==> src/rtl/aig_tt_scanner_if.sv <==
// Handshake, stimulus/response and truth-table read bus of the AIG truth-table scanner.
// slave = scanner side, master = controller/DUT-harness side.
interface aig_tt_scanner_if #(
    parameter int N_IN  = 4,
    parameter int N_OUT = 19,
    parameter int SIG_W = 32
);
    logic             start;
    logic             busy;
    logic             done;
    logic [N_IN-1:0]  vec_out;
    logic [N_OUT-1:0] resp_in;
    logic [SIG_W-1:0] sig;
    logic             rd_en;
    logic [N_IN-1:0]  rd_addr;
    logic [N_OUT-1:0] rd_data;

    modport master (
        output start, resp_in, rd_en, rd_addr,
        input  busy, done, vec_out, sig, rd_data
    );

    modport slave (
        input  start, resp_in, rd_en, rd_addr,
        output busy, done, vec_out, sig, rd_data
    );
endinterface

==> src/rtl/aig_tt_scanner.sv <==
// Exhaustive input sweep of a combinational AIG with truth-table capture and MISR signature.
// Optional per-output ones counters are enabled with `define TT_POPCNT_EN.
module aig_tt_scanner #(
    parameter int               N_IN   = 4,
    parameter int               N_OUT  = 19,
    parameter int               SIG_W  = 32,
    parameter logic [SIG_W-1:0] POLY   = 32'h0040_0007,
    parameter logic [SIG_W-1:0] SEED   = 32'hFFFF_FFFF,
    parameter int               SETTLE = 1
) (
    input  logic clk,
    input  logic rst_n,
    aig_tt_scanner_if.slave bus
`ifdef TT_POPCNT_EN
    ,
    input  logic [$clog2(N_OUT > 1 ? N_OUT : 2)-1:0] pc_sel,
    output logic [N_IN:0]                             ones_cnt
`endif
);
    localparam int              DEPTH    = 1 << N_IN;
    localparam logic [N_IN-1:0] LAST_VEC = '1;
    localparam logic [3:0]      SETTLE_C = 4'(SETTLE);

    localparam logic [1:0] IDLE   = 2'd0;
    localparam logic [1:0] DRIVE  = 2'd1;
    localparam logic [1:0] SAMPLE = 2'd2;
    localparam logic [1:0] FINISH = 2'd3;

    logic [1:0]       state_q, state_d;
    logic [3:0]       cnt_q, cnt_d;
    logic [N_IN-1:0]  vec_q, vec_d;
    logic [SIG_W-1:0] sig_q, sig_d;
    logic             busy_q, busy_d;
    logic             done_q, done_d;
    logic [N_OUT-1:0] rd_q;
    logic [SIG_W-1:0] misr_next;

    logic [N_OUT-1:0] tt_mem [DEPTH];

    assign misr_next = {sig_q[SIG_W-2:0], 1'b0}
                     ^ (sig_q[SIG_W-1] ? POLY : '0)
                     ^ SIG_W'(bus.resp_in);

    always_comb begin
        state_d = state_q;
        cnt_d   = cnt_q;
        vec_d   = vec_q;
        sig_d   = sig_q;
        busy_d  = busy_q;
        done_d  = 1'b0;
        case (state_q)
            IDLE: begin
                if (bus.start) begin
                    state_d = DRIVE;
                    sig_d   = SEED;
                    vec_d   = '0;
                    busy_d  = 1'b1;
                    cnt_d   = SETTLE_C;
                end
            end
            DRIVE: begin
                if (cnt_q == 4'd0) state_d = SAMPLE;
                else               cnt_d   = cnt_q - 4'd1;
            end
            SAMPLE: begin
                sig_d = misr_next;
                // Terminal compare happens before increment so the vector never wraps.
                if (vec_q == LAST_VEC) begin
                    state_d = FINISH;
                    done_d  = 1'b1;
                end else begin
                    vec_d   = vec_q + 1'b1;
                    cnt_d   = SETTLE_C;
                    state_d = DRIVE;
                end
            end
            FINISH: begin
                state_d = IDLE;
                busy_d  = 1'b0;
            end
            default: state_d = IDLE;
        endcase
    end

    always_ff @(posedge clk) begin
        if (!rst_n) begin
            state_q <= IDLE;
            cnt_q   <= '0;
            vec_q   <= '0;
            sig_q   <= '0;
            busy_q  <= 1'b0;
            done_q  <= 1'b0;
        end else begin
            state_q <= state_d;
            cnt_q   <= cnt_d;
            vec_q   <= vec_d;
            sig_q   <= sig_d;
            busy_q  <= busy_d;
            done_q  <= done_d;
        end
    end

    // Truth-table storage carries no reset; a same-cycle read sees the old word.
    always_ff @(posedge clk) begin
        if (rst_n && state_q == SAMPLE) tt_mem[vec_q] <= bus.resp_in;
    end

    always_ff @(posedge clk) begin
        if (!rst_n)         rd_q <= '0;
        else if (bus.rd_en) rd_q <= tt_mem[bus.rd_addr];
    end

    assign bus.busy    = busy_q;
    assign bus.done    = done_q;
    assign bus.vec_out = vec_q;
    assign bus.sig     = sig_q;
    assign bus.rd_data = rd_q;

`ifdef TT_POPCNT_EN
    logic [N_OUT-1:0][N_IN:0] pc_q;
    logic                     pc_clr;

    assign pc_clr = (state_q == IDLE) && bus.start;

    always_ff @(posedge clk) begin
        if (!rst_n || pc_clr) begin
            pc_q <= '0;
        end else if (state_q == SAMPLE) begin
            for (int i = 0; i < N_OUT; i++) begin
                if (bus.resp_in[i]) pc_q[i] <= pc_q[i] + 1'b1;
            end
        end
    end

    assign ones_cnt = (int'(pc_sel) < N_OUT) ? pc_q[pc_sel] : '0;
`endif
endmodule

==> src/flat_wrapper.sv <==
// flat-port wrapper written by rule: the top's interface ports become plain ports
module aig_tt_scanner_flat 
#(
    parameter int               N_IN   = 4,
    parameter int               N_OUT  = 19,
    parameter int               SIG_W  = 32,
    parameter logic [SIG_W-1:0] POLY   = 32'h0040_0007,
    parameter logic [SIG_W-1:0] SEED   = 32'hFFFF_FFFF,
    parameter int               SETTLE = 1
)
  (clk, rst_n, bus_start, bus_resp_in, bus_rd_en, bus_rd_addr, bus_busy, bus_done, bus_vec_out, bus_sig, bus_rd_data);
  aig_tt_scanner_if #(.N_IN(N_IN), .N_OUT(N_OUT), .SIG_W(SIG_W)) bus_i ();
  input  logic clk;
  input  logic rst_n;
  input wire logic [$bits(bus_i.start)-1:0] bus_start;
  input wire logic [$bits(bus_i.resp_in)-1:0] bus_resp_in;
  input wire logic [$bits(bus_i.rd_en)-1:0] bus_rd_en;
  input wire logic [$bits(bus_i.rd_addr)-1:0] bus_rd_addr;
  output wire logic [$bits(bus_i.busy)-1:0] bus_busy;
  output wire logic [$bits(bus_i.done)-1:0] bus_done;
  output wire logic [$bits(bus_i.vec_out)-1:0] bus_vec_out;
  output wire logic [$bits(bus_i.sig)-1:0] bus_sig;
  output wire logic [$bits(bus_i.rd_data)-1:0] bus_rd_data;
  assign bus_i.start = bus_start;
  assign bus_i.resp_in = bus_resp_in;
  assign bus_i.rd_en = bus_rd_en;
  assign bus_i.rd_addr = bus_rd_addr;
  assign bus_busy = bus_i.busy;
  assign bus_done = bus_i.done;
  assign bus_vec_out = bus_i.vec_out;
  assign bus_sig = bus_i.sig;
  assign bus_rd_data = bus_i.rd_data;
  aig_tt_scanner #(.N_IN(N_IN), .N_OUT(N_OUT), .SIG_W(SIG_W), .POLY(POLY), .SEED(SEED), .SETTLE(SETTLE)) u_core (.clk(clk), .rst_n(rst_n), .bus(bus_i));
endmodule
==> config.mk <==
export PLATFORM = sky130hd
export DESIGN_NAME = aig_tt_scanner_flat
export DESIGN_NICKNAME = d
export VERILOG_FILES = /design/src/rtl/aig_tt_scanner_if.sv /design/src/rtl/aig_tt_scanner.sv /design/src/flat_wrapper.sv
export SDC_FILE = /design/constraint.sdc
export NUM_CORES = 1
export LEC_CHECK = 0
export BUFFER_PORTS_ARGS = -buffer_cell sky130_fd_sc_hd__buf_2
export CORE_ASPECT_RATIO = 1.2
export CORE_MARGIN = 2
export CORE_UTILIZATION = 60
export DETAILED_ROUTE_END_ITERATION = 12
export PLACE_DENSITY_LB_ADDON = 0.25
export SKIP_LAST_GASP = 1
export SLEW_MARGIN = 20
export SYNTH_ARGS = -nofsm -noshare
export SYNTH_HDL_FRONTEND = slang
export SYNTH_SLANG_ARGS = --single-unit
==> constraint.sdc <==
create_clock -name clk -period 7.1 [get_ports clk]
set_input_delay 0 -clock clk [delete_from_list [all_inputs] [get_ports clk]]
set_output_delay 0 -clock clk [all_outputs]
set_load 0.03 [all_outputs]
==> summary.md <==
| Metric | Value |
|---|---|
| #FFs+latches synth | `367` |
| Required @ worst endpoint | `7.22 ns` |
| Vias after detailed routing | `between 8k and 9k` |
| # Post-CTS Setup Buffers | `0` |
| Period utilization | `~40%` |
| Clk_lat worst skew | `0.51 ns` |
| Post-synthesis sequential area ratio | `72.1%` |
| Top-count cell post-synth | `edfxtp_1` |
| Worst rel slew slack | `24.3%` |
| Worst setup path class | `reg2reg` |
| Share of cells above drive strength 1 | `16.7%` |
| CP Capture Type | `flip-flop` |
| CTS Hold Bufs | `21` |
| Synth cell count leaders | `304 x edfxtp_1, 152 x mux2i_1, 63 x dfxtp_1, 63 x nand3_1, 61 x nand2_1` |
| Yosys warning count | `0` |
| # IOs | `between 80 and 90` |
| First-pass GRT wire length | `46900 um` |
| Post-Route Skew | `0.0154 ns` |
| Worst VDD drop | `0.254 mV` |
| Pre-Repair DR Iteration Count | `5` |
| Overall power | `around 4700 uW` |
| Dpl cells | `1288` |
| Unrepaired setup endpoints after global routing | `false` |
| Post-CTS resize count | `0` |
| Clock tree sinks | `367` |
| FP Rows | `62` |
| Setup Viol. Count Final | `0` |
| WHS | `around 0.038 ns` |
| Core Region | `23700 um^2` |
| CP max FO | `19` |
| Distinct cell type count of the synthesized netlist | `between 40 and 50` |
| Non-Filler Instances | `between 1k and 1.5k` |
| N_diodes | `0` |
| Die height | `roughly 170 um` |
| Mean post-synth cell area | `approximately 15 um^2` |
| Place WS | `between 4 and 5 ns` |
| Vias in the first global route | `7970` |
| Starting Density | `60.7%` |
| Root Buffer | `clkbuf_16` |
| CTS Buf Count | `35` |
| Congestion Overflow GR | `0` |
| Leak Pwr | `0.00590 uW` |
| Synthesized area | `14400 um^2` |
| Routed WL per cell | `22.9 um` |
| Drt drc | `0` |
| Most used flip-flop cell after synthesis | `edfxtp_1` |
| H-tree levels | `2` |
| Largest net degree at the start of global routing | `64` |
| FFs w/ async S/R, synth | `0%` |
| Startpoint types | `flip-flop` |
| Syn Nets | `967` |
| Final setup margin | `about 4.3 ns` |
| Arr. time, crit path | `2.90 ns` |
| Vias per inst | `5.96` |
| Die area | `around 25000 um^2` |
| Net count reported at finish | `around 1.1k` |
| Initial antenna violation count | `0` |
| Worst-Margin Slew | `1.13 ns` |
| GPL Wtd Cong | `0.795` |
| Total Neg Setup Slack | `0 ns` |
| Total Wirelength | `31400 um` |
| Antenna viol nets, final | `0` |
| Cell taking the most area after synthesis | `edfxtp_1` |
| Max Cap Viol | `0` |
| Area Overhead vs Synth | `14.1%` |
| CTS Buffer Depth | `3` |
| Area contributors post-synth | `edfxtp_1 63%, mux2i_1 11%, dfxtp_1 8.8%` |
| Slew Limit Fails | `0` |
| Synth Instances | `934` |
| Die Wd | `145 um` |
| Reg clk slew, reported paths | `0.07 ns` |
| Status | `complete, no violations` |
| Final hold violations | `0` |
| Pwr/cell area | `283 nW/um^2` |
| Min cycle time layout | `2.79 ns` |
| HPWL Detailed | `18800 um` |
| Area share of the largest cell type after synthesis | `a little under two thirds` |
| Worst hold-check path type | `in2reg` |
| CTS tree | `built` |
| Port buffer count | `83` |
| Initial DRC Count | `526` |
| GRT Overall Usage | `24.6%` |
| F_max | `0.359 GHz` |
| Number of synthesized flops with an enable pin | `about 300` |
==> flip-flops by register name, indices dropped and copies added (netlist names) <==
name / flops
u_core.bus.done: 1
u_core.cnt_q: 4
u_core.bus.busy: 1
u_core.bus.rd_data: 19
u_core.bus.vec_out: 4
u_core.bus.sig: 32
u_core.tt_mem: 304
u_core.state_q: 2
==> critical path, cell delays in order (launching register included) <==
cell,delay [ns]
dfxtp_1,0.52
nand2b_1,0.44
or3_1,0.60
nor2_2,0.83
==> through the flow <==
step | cell area [um^2] | util [%]
4_1_cts | 16400 | 69.0
5_1_grt | 16400 | 69.2
2_1_floorplan | 14400 | -
3_5_place_dp | 15000 | 63.2
6_report | 16400 | 69.2
3_3_place_gp | 15000 | 63.2
==> per-layer routing <==
layer  track usage, %  wire, um  vias to the layer above
met5                0         0                        -
met1             29.7     11800                     4076
li1                 -         -                     3756
met4             6.54       734                        0
met3             3.32      1540                       51
met2             46.5     17400                      292
==> cell usage in the layout, fill, tap and decap left out, drive strengths merged <==
master         n
nand3         64
clkbuf        43
bufinv         5
a22oi         57
inv            7
clkinv        13
nand3b         2
o31ai          2
o21a           1
a32oi          1
a211oi        18
nor3b          2
o21ai          6
dlygate4sd3   21
nand2         61
nand2b         1
xnor2         22
mux2i        152
or3b           1
dfxtp         63
edfxtp       304
and2           2
or2            2
and4           1
o2bb2ai        1
a21oi         25
nor2          31
clkinvlp       1
ha             6
xor2           4
a31oi          8
and3           1
o21bai         1
nor3          29
or3            1
nor2b          4
buf           89
==> worst paths after layout <==
kind                                         endpoint                   from  slack [ns]  cells after the start
worst max-delay path             u_core.tt_mem[1][17]      u_core.state_q[1]        4.31                      3
worst min-delay path            u_core.bus.rd_data[6]              bus_rd_en        0.04                      4
worst max register to register   u_core.tt_mem[1][17]      u_core.state_q[1]        4.31                      3
worst min register to register  u_core.bus.rd_data[3]  u_core.bus.rd_data[3]        0.45                      2
==> power by group <==
part | switching, uW | internal (uW)
Combinational | 244 | 121
Clock | 759 | 1130
Sequential | 31.3 | 2370
==> cells by family after synthesis <==
kind of cell             Yosys count  synth area share [%]
AO/OA/AOI/OAI                    120                  6.05
XOR/XNOR                          26                  1.58
adder cells (fa/ha/maj)            6                 0.521
buffers and inverters             61                  2.58
flip-flops                       367                  72.1
multiplexers                     152                  10.6
AND/OR/NAND/NOR                  202                  6.58
==> final cells by class <==
class                           instances  area, um^2
Tap cell                              320         400
Fill cell                            1614        7300
Inverter                                6        22.5
Multi-Input combinational cell        506        3770
Sequential cell                       367       10400
Clock buffer                           42         945
Timing Repair Buffer                  111         691
Clock inverter                         20         221
(Power assumes the default switching activity.)
